[src/rtl/mc_ctrl_fsm_if.sv]
// Control-unit bus: instruction/data memory handshakes, trap acknowledge, datapath strobes.
// Purely combinational signal bundle, no latency of its own.
// Memory waits are signalled by the ready inputs; the controller holds its strobes until ready.
interface mc_ctrl_fsm_if;
    // Instruction fields and handshakes into the controller
    logic [3:0] op;
    logic [3:0] func;
    logic       imem_ready;
    logic       dmem_ready;
    logic       trap_clr;

    // Datapath strobes out of the controller
    logic       IntMemRead;
    logic       IRWrite;
    logic       PCWrite;
    logic       PCWriteCond;
    logic       PCSrc;
    logic       FlagSel;
    logic       IRRead;
    logic       RegRead;
    logic       Muxgrp;
    logic       MemtoReg;
    logic       RegWrite;
    logic       MemRead;
    logic       MemWrite;
    logic [1:0] ALUSrc1;
    logic [1:0] ALUSrc2;
    logic [2:0] ALUop;

    // Status
    logic [4:0] state;
    logic       retire;
    logic       trap;
    logic [1:0] trap_cause;

    // Controller side
    modport master (
        input  op, func, imem_ready, dmem_ready, trap_clr,
        output IntMemRead, IRWrite, PCWrite, PCWriteCond, PCSrc, FlagSel,
               IRRead, RegRead, Muxgrp, MemtoReg, RegWrite, MemRead, MemWrite,
               ALUSrc1, ALUSrc2, ALUop, state, retire, trap, trap_cause
    );

    // Datapath / memory side
    modport slave (
        output op, func, imem_ready, dmem_ready, trap_clr,
        input  IntMemRead, IRWrite, PCWrite, PCWriteCond, PCSrc, FlagSel,
               IRRead, RegRead, Muxgrp, MemtoReg, RegWrite, MemRead, MemWrite,
               ALUSrc1, ALUSrc2, ALUop, state, retire, trap, trap_cause
    );
endinterface

[src/rtl/mc_ctrl_fsm.sv]
// Multicycle control unit: IF/ID/EX/MEM/WB sequencing with illegal-op and bus-timeout traps.
// ALU/branch/jump 3 cycles, store 4, load 5, plus one cycle per memory wait cycle.
// Stalls in IF/MEM states while the matching ready is low; bounded by TIMEOUT wait cycles.
module mc_ctrl_fsm #(
    parameter int TIMEOUT_W = 4,
    parameter int TIMEOUT   = 15,
    parameter int TRAP_EN   = 1
) (
    input  logic           clk,
    input  logic           rst,
    mc_ctrl_fsm_if.master  bus
);

    typedef enum logic [4:0] {
        S_IF     = 5'd0,
        S_ID     = 5'd1,
        S_EX     = 5'd2,
        S_MEM_LD = 5'd3,
        S_MEM_ST = 5'd4,
        S_WB     = 5'd5,
        S_TRAP   = 5'd6
    } state_t;

    typedef enum logic [2:0] {
        C_ALU_REG = 3'd0,
        C_ALU_IMM = 3'd1,
        C_SHIFT   = 3'd2,
        C_BRANCH  = 3'd3,
        C_JUMP    = 3'd4,
        C_LOAD    = 3'd5,
        C_STORE   = 3'd6
    } kind_t;

    typedef struct packed {
        kind_t      kind;
        logic [2:0] aluop;
        logic       flag_sel;
    } cls_t;

    localparam logic [2:0] ALU_ADD  = 3'b000;
    localparam logic [2:0] ALU_SUB  = 3'b001;
    localparam logic [2:0] ALU_SLL  = 3'b010;
    localparam logic [2:0] ALU_SRL  = 3'b011;
    localparam logic [2:0] ALU_SRA  = 3'b100;
    localparam logic [2:0] ALU_NAND = 3'b101;
    localparam logic [2:0] ALU_OR   = 3'b110;

    localparam logic [1:0] CAUSE_NONE    = 2'b00;
    localparam logic [1:0] CAUSE_ILLEGAL = 2'b01;
    localparam logic [1:0] CAUSE_TIMEOUT = 2'b10;

    // Last wait-counter value before an access is declared dead
    localparam logic [TIMEOUT_W-1:0] WAIT_LAST = TIMEOUT_W'(TIMEOUT - 1);

    state_t               state_q, state_d;
    cls_t                 cls_q, cls_d;
    logic [1:0]           cause_q, cause_d;
    logic [TIMEOUT_W-1:0] wait_q, wait_d;

    cls_t                 dec_cls;
    logic                 dec_legal;
    logic                 mem_wait;
    logic                 wait_expired;

    // Registered state: FSM, latched instruction class, wait counter, trap cause
    always_ff @(posedge clk or posedge rst) begin
        if (rst) begin
            state_q <= S_IF;
            cls_q   <= '0;
            cause_q <= CAUSE_NONE;
            wait_q  <= '0;
        end else begin
            state_q <= state_d;
            cls_q   <= cls_d;
            cause_q <= cause_d;
            wait_q  <= wait_d;
        end
    end

    // Opcode decode into class, ALU operation and branch flag select
    always_comb begin
        dec_legal        = 1'b1;
        dec_cls.kind     = C_ALU_REG;
        dec_cls.aluop    = ALU_ADD;
        dec_cls.flag_sel = 1'b0;
        case (bus.op)
            4'b1000: begin dec_cls.kind = C_ALU_REG; dec_cls.aluop = ALU_ADD;  end
            4'b1001,
            4'b1010: begin dec_cls.kind = C_ALU_IMM; dec_cls.aluop = ALU_ADD;  end
            4'b1100: begin dec_cls.kind = C_ALU_REG; dec_cls.aluop = ALU_SUB;  end
            4'b1101,
            4'b1110: begin dec_cls.kind = C_ALU_IMM; dec_cls.aluop = ALU_SUB;  end
            4'b1011: begin dec_cls.kind = C_ALU_REG; dec_cls.aluop = ALU_NAND; end
            4'b1111: begin dec_cls.kind = C_ALU_REG; dec_cls.aluop = ALU_OR;   end
            4'b0111: begin dec_cls.kind = C_ALU_IMM; dec_cls.aluop = ALU_NAND; end
            4'b0110: begin dec_cls.kind = C_ALU_IMM; dec_cls.aluop = ALU_OR;   end
            4'b0100: begin dec_cls.kind = C_BRANCH;  dec_cls.aluop = ALU_SUB;  end
            4'b0101: begin
                dec_cls.kind     = C_BRANCH;
                dec_cls.aluop    = ALU_SUB;
                dec_cls.flag_sel = 1'b1;
            end
            4'b0011: dec_cls.kind = C_JUMP;
            4'b0001: dec_cls.kind = C_LOAD;
            4'b0010: dec_cls.kind = C_STORE;
            4'b0000: begin
                // Shift group: the function field picks the shift, anything else is illegal
                dec_cls.kind = C_SHIFT;
                case (bus.func)
                    4'b0001: dec_cls.aluop = ALU_SLL;
                    4'b0010: dec_cls.aluop = ALU_SRL;
                    4'b0011: dec_cls.aluop = ALU_SRA;
                    default: dec_legal = 1'b0;
                endcase
            end
            default: dec_legal = 1'b0;
        endcase
    end

    // Memory stall detection; ready in the last allowed cycle beats the timeout
    always_comb begin
        mem_wait = 1'b0;
        case (state_q)
            S_IF:     mem_wait = !bus.imem_ready;
            S_MEM_LD,
            S_MEM_ST: mem_wait = !bus.dmem_ready;
            default:  mem_wait = 1'b0;
        endcase
        wait_expired = mem_wait && (wait_q == WAIT_LAST);
    end

    // Next state, class/cause updates and every datapath strobe
    always_comb begin
        state_d         = state_q;
        cls_d           = cls_q;
        cause_d         = cause_q;

        bus.IntMemRead  = 1'b0;
        bus.IRWrite     = 1'b0;
        bus.PCWrite     = 1'b0;
        bus.PCWriteCond = 1'b0;
        bus.PCSrc       = 1'b0;
        bus.FlagSel     = 1'b0;
        bus.IRRead      = 1'b0;
        bus.RegRead     = 1'b0;
        bus.Muxgrp      = 1'b0;
        bus.MemtoReg    = 1'b0;
        bus.RegWrite    = 1'b0;
        bus.MemRead     = 1'b0;
        bus.MemWrite    = 1'b0;
        bus.ALUSrc1     = 2'b00;
        bus.ALUSrc2     = 2'b00;
        bus.ALUop       = ALU_ADD;
        bus.retire      = 1'b0;
        bus.trap        = 1'b0;

        case (state_q)
            S_IF: begin
                // PC + 1 computed while waiting for the instruction word
                bus.IntMemRead = 1'b1;
                bus.ALUSrc1    = 2'b00;
                bus.ALUSrc2    = 2'b01;
                bus.ALUop      = ALU_ADD;
                bus.PCWrite    = bus.imem_ready;
                bus.IRWrite    = bus.imem_ready;
                if (bus.imem_ready) begin
                    state_d = S_ID;
                end else if (wait_expired && (TRAP_EN != 0)) begin
                    state_d = S_TRAP;
                    cause_d = CAUSE_TIMEOUT;
                end
            end
            S_ID: begin
                bus.IRRead  = 1'b1;
                bus.RegRead = 1'b1;
                bus.Muxgrp  = 1'b1;
                if (dec_legal) begin
                    state_d = S_EX;
                    cls_d   = dec_cls;
                end else if (TRAP_EN != 0) begin
                    state_d = S_TRAP;
                    cause_d = CAUSE_ILLEGAL;
                end else begin
                    state_d = S_IF;
                end
            end
            S_EX: begin
                bus.ALUop = cls_q.aluop;
                state_d   = S_IF;
                case (cls_q.kind)
                    C_ALU_REG: begin
                        bus.ALUSrc1  = 2'b01;
                        bus.ALUSrc2  = 2'b00;
                        bus.MemtoReg = 1'b1;
                        bus.RegWrite = 1'b1;
                        bus.retire   = 1'b1;
                    end
                    C_ALU_IMM: begin
                        bus.ALUSrc1  = 2'b10;
                        bus.ALUSrc2  = 2'b10;
                        bus.MemtoReg = 1'b1;
                        bus.RegWrite = 1'b1;
                        bus.retire   = 1'b1;
                    end
                    C_SHIFT: begin
                        bus.ALUSrc1  = 2'b10;
                        bus.ALUSrc2  = 2'b00;
                        bus.MemtoReg = 1'b1;
                        bus.RegWrite = 1'b1;
                        bus.retire   = 1'b1;
                    end
                    C_BRANCH: begin
                        bus.PCSrc       = 1'b1;
                        bus.PCWriteCond = 1'b1;
                        bus.ALUSrc1     = 2'b01;
                        bus.ALUSrc2     = 2'b00;
                        bus.FlagSel     = cls_q.flag_sel;
                        bus.retire      = 1'b1;
                    end
                    C_JUMP: begin
                        bus.PCWrite = 1'b1;
                        bus.ALUSrc1 = 2'b00;
                        bus.ALUSrc2 = 2'b11;
                        bus.retire  = 1'b1;
                    end
                    C_LOAD: begin
                        bus.ALUSrc1 = 2'b01;
                        bus.ALUSrc2 = 2'b10;
                        state_d     = S_MEM_LD;
                    end
                    C_STORE: begin
                        bus.ALUSrc1 = 2'b01;
                        bus.ALUSrc2 = 2'b10;
                        state_d     = S_MEM_ST;
                    end
                    default: state_d = S_IF;
                endcase
            end
            S_MEM_LD: begin
                bus.MemRead = 1'b1;
                if (bus.dmem_ready) begin
                    state_d = S_WB;
                end else if (wait_expired && (TRAP_EN != 0)) begin
                    state_d = S_TRAP;
                    cause_d = CAUSE_TIMEOUT;
                end
            end
            S_MEM_ST: begin
                bus.MemWrite = 1'b1;
                if (bus.dmem_ready) begin
                    bus.retire = 1'b1;
                    state_d    = S_IF;
                end else if (wait_expired && (TRAP_EN != 0)) begin
                    state_d = S_TRAP;
                    cause_d = CAUSE_TIMEOUT;
                end
            end
            S_WB: begin
                bus.MemtoReg = 1'b0;
                bus.RegWrite = 1'b1;
                bus.retire   = 1'b1;
                state_d      = S_IF;
            end
            S_TRAP: begin
                bus.trap = 1'b1;
                if (bus.trap_clr) begin
                    state_d = S_IF;
                    cause_d = CAUSE_NONE;
                end
            end
            default: state_d = S_IF;
        endcase
    end

    // Wait counter: restarts on every state change, counts stalled cycles, wraps on a retried access
    always_comb begin
        wait_d = wait_q;
        if (state_d != state_q) begin
            wait_d = '0;
        end else if (mem_wait) begin
            wait_d = wait_expired ? '0 : wait_q + 1'b1;
        end
    end

    // Status outputs straight from registered state
    always_comb begin
        bus.state      = state_q;
        bus.trap_cause = cause_q;
    end

endmodule

[src/flat_wrapper.sv]
// flat-port wrapper written by rule: the top's interface ports become plain ports
module mc_ctrl_fsm_flat 
#(
    parameter int TIMEOUT_W = 4,
    parameter int TIMEOUT   = 15,
    parameter int TRAP_EN   = 1
)
  (clk, rst, bus_op, bus_func, bus_imem_ready, bus_dmem_ready, bus_trap_clr, bus_IntMemRead, bus_IRWrite, bus_PCWrite, bus_PCWriteCond, bus_PCSrc, bus_FlagSel, bus_IRRead, bus_RegRead, bus_Muxgrp, bus_MemtoReg, bus_RegWrite, bus_MemRead, bus_MemWrite, bus_ALUSrc1, bus_ALUSrc2, bus_ALUop, bus_state, bus_retire, bus_trap, bus_trap_cause);
  mc_ctrl_fsm_if bus_i ();
  input  logic clk;
  input  logic rst;
  input wire logic [$bits(bus_i.op)-1:0] bus_op;
  input wire logic [$bits(bus_i.func)-1:0] bus_func;
  input wire logic [$bits(bus_i.imem_ready)-1:0] bus_imem_ready;
  input wire logic [$bits(bus_i.dmem_ready)-1:0] bus_dmem_ready;
  input wire logic [$bits(bus_i.trap_clr)-1:0] bus_trap_clr;
  output wire logic [$bits(bus_i.IntMemRead)-1:0] bus_IntMemRead;
  output wire logic [$bits(bus_i.IRWrite)-1:0] bus_IRWrite;
  output wire logic [$bits(bus_i.PCWrite)-1:0] bus_PCWrite;
  output wire logic [$bits(bus_i.PCWriteCond)-1:0] bus_PCWriteCond;
  output wire logic [$bits(bus_i.PCSrc)-1:0] bus_PCSrc;
  output wire logic [$bits(bus_i.FlagSel)-1:0] bus_FlagSel;
  output wire logic [$bits(bus_i.IRRead)-1:0] bus_IRRead;
  output wire logic [$bits(bus_i.RegRead)-1:0] bus_RegRead;
  output wire logic [$bits(bus_i.Muxgrp)-1:0] bus_Muxgrp;
  output wire logic [$bits(bus_i.MemtoReg)-1:0] bus_MemtoReg;
  output wire logic [$bits(bus_i.RegWrite)-1:0] bus_RegWrite;
  output wire logic [$bits(bus_i.MemRead)-1:0] bus_MemRead;
  output wire logic [$bits(bus_i.MemWrite)-1:0] bus_MemWrite;
  output wire logic [$bits(bus_i.ALUSrc1)-1:0] bus_ALUSrc1;
  output wire logic [$bits(bus_i.ALUSrc2)-1:0] bus_ALUSrc2;
  output wire logic [$bits(bus_i.ALUop)-1:0] bus_ALUop;
  output wire logic [$bits(bus_i.state)-1:0] bus_state;
  output wire logic [$bits(bus_i.retire)-1:0] bus_retire;
  output wire logic [$bits(bus_i.trap)-1:0] bus_trap;
  output wire logic [$bits(bus_i.trap_cause)-1:0] bus_trap_cause;
  assign bus_i.op = bus_op;
  assign bus_i.func = bus_func;
  assign bus_i.imem_ready = bus_imem_ready;
  assign bus_i.dmem_ready = bus_dmem_ready;
  assign bus_i.trap_clr = bus_trap_clr;
  assign bus_IntMemRead = bus_i.IntMemRead;
  assign bus_IRWrite = bus_i.IRWrite;
  assign bus_PCWrite = bus_i.PCWrite;
  assign bus_PCWriteCond = bus_i.PCWriteCond;
  assign bus_PCSrc = bus_i.PCSrc;
  assign bus_FlagSel = bus_i.FlagSel;
  assign bus_IRRead = bus_i.IRRead;
  assign bus_RegRead = bus_i.RegRead;
  assign bus_Muxgrp = bus_i.Muxgrp;
  assign bus_MemtoReg = bus_i.MemtoReg;
  assign bus_RegWrite = bus_i.RegWrite;
  assign bus_MemRead = bus_i.MemRead;
  assign bus_MemWrite = bus_i.MemWrite;
  assign bus_ALUSrc1 = bus_i.ALUSrc1;
  assign bus_ALUSrc2 = bus_i.ALUSrc2;
  assign bus_ALUop = bus_i.ALUop;
  assign bus_state = bus_i.state;
  assign bus_retire = bus_i.retire;
  assign bus_trap = bus_i.trap;
  assign bus_trap_cause = bus_i.trap_cause;
  mc_ctrl_fsm #(.TIMEOUT_W(TIMEOUT_W), .TIMEOUT(TIMEOUT), .TRAP_EN(TRAP_EN)) u_core (.clk(clk), .rst(rst), .bus(bus_i));
endmodule
[config.mk]
export PLATFORM = sky130hd
export DESIGN_NAME = mc_ctrl_fsm_flat
export DESIGN_NICKNAME = d
export VERILOG_FILES = /design/src/rtl/mc_ctrl_fsm_if.sv /design/src/rtl/mc_ctrl_fsm.sv /design/src/flat_wrapper.sv
export SDC_FILE = /design/constraint.sdc
export NUM_CORES = 1
export LEC_CHECK = 0
export ABC_AREA = 1
export CAP_MARGIN = 5
export CORE_MARGIN = 3
export CORE_UTILIZATION = 48
export CTS_BUF_LIST = sky130_fd_sc_hd__clkbuf_2 sky130_fd_sc_hd__clkbuf_4 sky130_fd_sc_hd__clkbuf_8
export CTS_CLUSTER_DIAMETER = 40
export CTS_CLUSTER_SIZE = 12
export DETAILED_ROUTE_END_ITERATION = 8
export PLACE_DENSITY = 0.83
export REMOVE_ABC_BUFFERS = 1
export SLEW_MARGIN = 25
export SYNTH_ARGS = -nofsm -noshare
export SYNTH_HDL_FRONTEND = slang
export SYNTH_SLANG_ARGS = --single-unit
[constraint.sdc]
create_clock -name clk -period 1.7 [get_ports clk]
set_clock_uncertainty 0.1 [all_clocks]
set_input_delay 0.17 -clock clk [delete_from_list [all_inputs] [get_ports clk]]
set_output_delay 0.17 -clock clk [all_outputs]
set_load 0.02 [all_outputs]
==> impl_metrics.py <==
metrics = {
    "power": {
        "netSwitchingFraction_pct": 35.8,
        "ir_drop_worst_vdd_v": 0.000537,
        "power.sequential.fraction_pct": 43.4,
        "power_report.internal_total_uw": 767,
        "combinationalPowerShare_pct": 39.2,
        "power_switching_uw": 427,
        "power.density_cell_area_nw_per_um2": 541,
        "power.total_mw": 1.19,
        "clock_network_power_share_pct": 17.4,
        "p_leak_nw": 1.25,
    },
    "detailed_routing": {
        "post_drt_wl_per_cell_um": 13.5,
        "route.detailed.drc": 0,
        "dr.pass1.iters": 4,
        "routed_wl_mm": 4.15,
        "via_count": 1563,
        "routed_via_density": 5.09,
        "first_iter_violations": 72,
        "detail-route-antenna-nets": 0,
    },
    "yosys": {
        "netlist-cell-type-count": 33,
        "register_bit_total_from_synthesis": 18,
        "synth-seq-area-share_pct": 33.7,
        "avgSynthCellArea_um2": 6.96,
        "synthCells": 192,
        "synthesis.area_um2": 1340,
        "ys.warnings.count": 0,
    },
    "floorplan": {
        "coreArea_um2": 2570,
        "floorplan.io_pins": 42,
        "chipHeight_um": 58.8,
        "start_util_pct": 52.0,
        "die_span_in_x_um": 58.8,
        "standard_cell_row_count": 18,
        "dieArea_um2": 3450,
    },
    "worst_setup_path": {
        "kind_of_critical_path": "reg2out",
        "cp_slowest_stage_delay_ns": 0.43,
        "cp-start-kind": "flop",
        "cp_data_required_time_ns": 1.43,
        "capturing_element_type_of_the_critical_path": "output port",
        "critical_path.slowest_cell": "sky130_fd_sc_hd__dfrtp_1",
        "timing.critical_path.arrival_ns": 1.52,
        "cp_max_fo": 5,
        "path_cells": "inv_1, nor2_2, nand2_4, nor3_4, o21ai_1, inv_1, buf_6",
        "crit_buf_inv": 3,
        "critPathTopFamily": "flip-flops",
        "crit_top_cell": "sky130_fd_sc_hd__inv_1",
    },
    "clock_tree": {
        "cts.htree.levels": 1,
        "cts_max_path_buffers": 2,
        "cts_num_sinks": 18,
        "cts.reportedPaths.clkPinSlew_ns": 0.10,
        "cts_root_buf": "sky130_fd_sc_hd__clkbuf_4",
        "clock_latency_ns": 0.28,
        "cts_tree": "built",
        "cts-buffers-inserted": 3,
        "cts_hold_buffers": 0,
    },
    "min_path": {
        "worstHoldPathType": "in2async",
    },
    "sta": {
        "finalWorstPathRequiredPeriod_ns": 1.79,
        "timing_hold_violations_final": 0,
        "worst_slack_ns": -0.0929,
        "timing.fmax_mhz": 558,
        "timing_max_transition_violations_final": 0,
        "grt_setup_unrepaired": "true",
        "number_of_setup_violations_in_the_final_report": 15,
        "final.period_utilization_pct": 105,
        "fin_hold_ws_ns": 0.115,
    },
    "final_layout": {
        "post_layout_nonfiller_instances": 307,
        "final_cell_mix": "sky130_fd_sc_hd__buf_4 (50), sky130_fd_sc_hd__nand2_1 (35), sky130_fd_sc_hd__inv_1 (33), sky130_fd_sc_hd__dfrtp_1 (18), sky130_fd_sc_hd__clkdlybuf4s50_1 (15)",
        "nNetsFinal": 294,
        "antenna_cells_inserted": 0,
        "most_common_library_cell_in_the_layout_ignoring_fill_and_taps": "sky130_fd_sc_hd__buf_4",
        "area_growth_syn_to_layout_pct": 65.1,
        "layout-drive-gt1-share_pct": 41.9,
    },
    "grt": {
        "grt_pass1_wl_mm": 5.80,
        "globalRouteTotalUtil_pct": 21.6,
        "grt_max_degree": 19,
        "overflow": 0,
        "first_global_vias": 1409,
        "antenna_violations_before_repair": 0,
    },
    "place": {
        "numPlacedInstances": 297,
        "dpl_worst_slack_ns": -0.225,
        "buffers_on_ports": 41,
        "place_congestion": 0.849,
        "dp.final_hpwl_mm": 2.78,
    },
    "run": {
        "maxCapViolCount": 0,
    },
    "run_status": {
        "outcome": "finished with violations",
        "violations_in_the_final_reports": "setup timing",
    },
}
==> worst paths after layout <==
path	cells past startpoint	slack [ns]	start	endpoint
max	7	-0.09	u_core.bus.state[1]$_DFF_PP0_	bus_ALUSrc1[1]
min	3	0.12	rst	u_core.wait_q[0]$_DFFE_PP0P_
max reg2reg	12	0.05	u_core.bus.state[3]$_DFF_PP0_	u_core.bus.state[0]$_DFF_PP0_
min reg2reg	2	0.41	u_core.cls_q[2]$_DFFE_PP0P_	u_core.cls_q[2]$_DFFE_PP0P_
max in group asynchronous	3	1.19	rst	u_core.bus.state[4]$_DFF_PP0_
min in group clk	2	0.41	u_core.cls_q[2]$_DFFE_PP0P_	u_core.cls_q[2]$_DFFE_PP0P_
==> through the flow <==
stage                     cell area [um2]  setup TNS (ns)  utilization, %
final                                2210          -0.672            85.9
after global routing                 2210           -2.10            85.9
after CTS                            2050          -0.494            79.8
after detailed placement             2040           -3.03            79.3
after global placement               2040           -2.61            79.3
after floorplan                      1320          -0.638               -
==> cell type report <==
type                            count  area (um2)
Multi-Input combinational cell    130         802
Timing Repair Buffer               84         731
Sequential cell                    18         450
Fill cell                         152         362
Inverter                           42         163
Tap cell                           30        37.5
Clock buffer                        3        22.5
==> registers in the layout, indices dropped and copies added, names as in the netlist <==
signal / cells
u_core.cls_q: 7
u_core.wait_q: 4
u_core.bus.state: 5
u_core.bus.trap_cause: 2
==> worst reg2reg max path, cell delays in order (launching register included) <==
cell                      delay, ns
sky130_fd_sc_hd__dfrtp_1       0.41
sky130_fd_sc_hd__nor2_2        0.15
sky130_fd_sc_hd__nand2_2       0.08
sky130_fd_sc_hd__buf_4         0.16
sky130_fd_sc_hd__nor2_4        0.10
sky130_fd_sc_hd__buf_4         0.13
sky130_fd_sc_hd__nand2_2       0.07
sky130_fd_sc_hd__nand2_4       0.09
sky130_fd_sc_hd__nand2_4       0.06
sky130_fd_sc_hd__nand2_1       0.05
sky130_fd_sc_hd__nand2_1       0.04
sky130_fd_sc_hd__nand2_1       0.06
sky130_fd_sc_hd__nand2_1       0.05
==> power by group through the flow <==
stage | combinational, mW | clock (mW) | sequential [mW]
after floorplan | 0.173 | 0 | 0.541
after global placement | 0.397 | 0 | 0.519
after detailed placement | 0.406 | 0 | 0.519
after CTS | 0.417 | 0.211 | 0.512
after global routing | 0.505 | 0.220 | 0.526
final | 0.468 | 0.208 | 0.519
==> cell usage after synthesis <==
master                     number  share of area (%)
sky130_fd_sc_hd__ha_1           2                1.9
sky130_fd_sc_hd__nand2_4        3                2.5
sky130_fd_sc_hd__and2_1         1               0.47
sky130_fd_sc_hd__conb_1         1               0.28
sky130_fd_sc_hd__o31ai_1        1               0.56
sky130_fd_sc_hd__o21ai_0        9                3.4
sky130_fd_sc_hd__a21oi_1        2               0.75
sky130_fd_sc_hd__nor3_4         1                1.2
sky130_fd_sc_hd__clkinv_1       1               0.28
sky130_fd_sc_hd__xnor2_1        1               0.66
sky130_fd_sc_hd__xor2_1         1               0.66
sky130_fd_sc_hd__buf_4          3                1.7
sky130_fd_sc_hd__o21ai_1        4                1.5
sky130_fd_sc_hd__nand2_2        3                1.4
sky130_fd_sc_hd__nor4_1         1               0.47
sky130_fd_sc_hd__nand4_1        5                2.3
sky130_fd_sc_hd__nand2_1       42                 12
sky130_fd_sc_hd__inv_4          1               0.47
sky130_fd_sc_hd__a31oi_1        1               0.47
sky130_fd_sc_hd__nand3_1       13                4.9
sky130_fd_sc_hd__a41oi_2        1                1.2
sky130_fd_sc_hd__nor2_4         3                2.5
sky130_fd_sc_hd__o211ai_1       1               0.56
sky130_fd_sc_hd__nor3_1         2               0.75
sky130_fd_sc_hd__inv_2          3               0.84
sky130_fd_sc_hd__nor3_2         2                1.5
sky130_fd_sc_hd__nor2_2         3                1.4
sky130_fd_sc_hd__nand3_2        3                2.2
sky130_fd_sc_hd__inv_1         37                 10
sky130_fd_sc_hd__nor2_1        19                5.3
sky130_fd_sc_hd__o22ai_1        3                1.4
sky130_fd_sc_hd__dfrtp_1       18                 34
sky130_fd_sc_hd__or2_1          1               0.47
==> metal layers <==
metal	up-vias	track usage [%]	routed length (um)	part of all wire [%]
met3	12	1.97	209	5.0
met5	-	0	0	0
met1	727	28.9	1660	40
met2	55	37.7	2180	52
met4	0	4.85	95	2.3
li1	769	-	-	-
==> cell families after synthesis <==
group                    synth area share [%]
buffers and inverters                    13.7
other                                   0.281
flip-flops                               33.7
AO/OA/AOI/OAI                            9.83
XOR/XNOR                                 1.31
adder cells (fa/ha/maj)                  1.87
AND/OR/NAND/NOR                          39.3
==> what timing repair did <==
action | in CTS | in global routing
gates cloned | 0 | 0
pin swaps | 3 | 7
setup buffers | 1 | 6
setup endpoints to repair | 24 | 27
resized for setup | 123 | 40
Power figures use the tool's default switching activity.
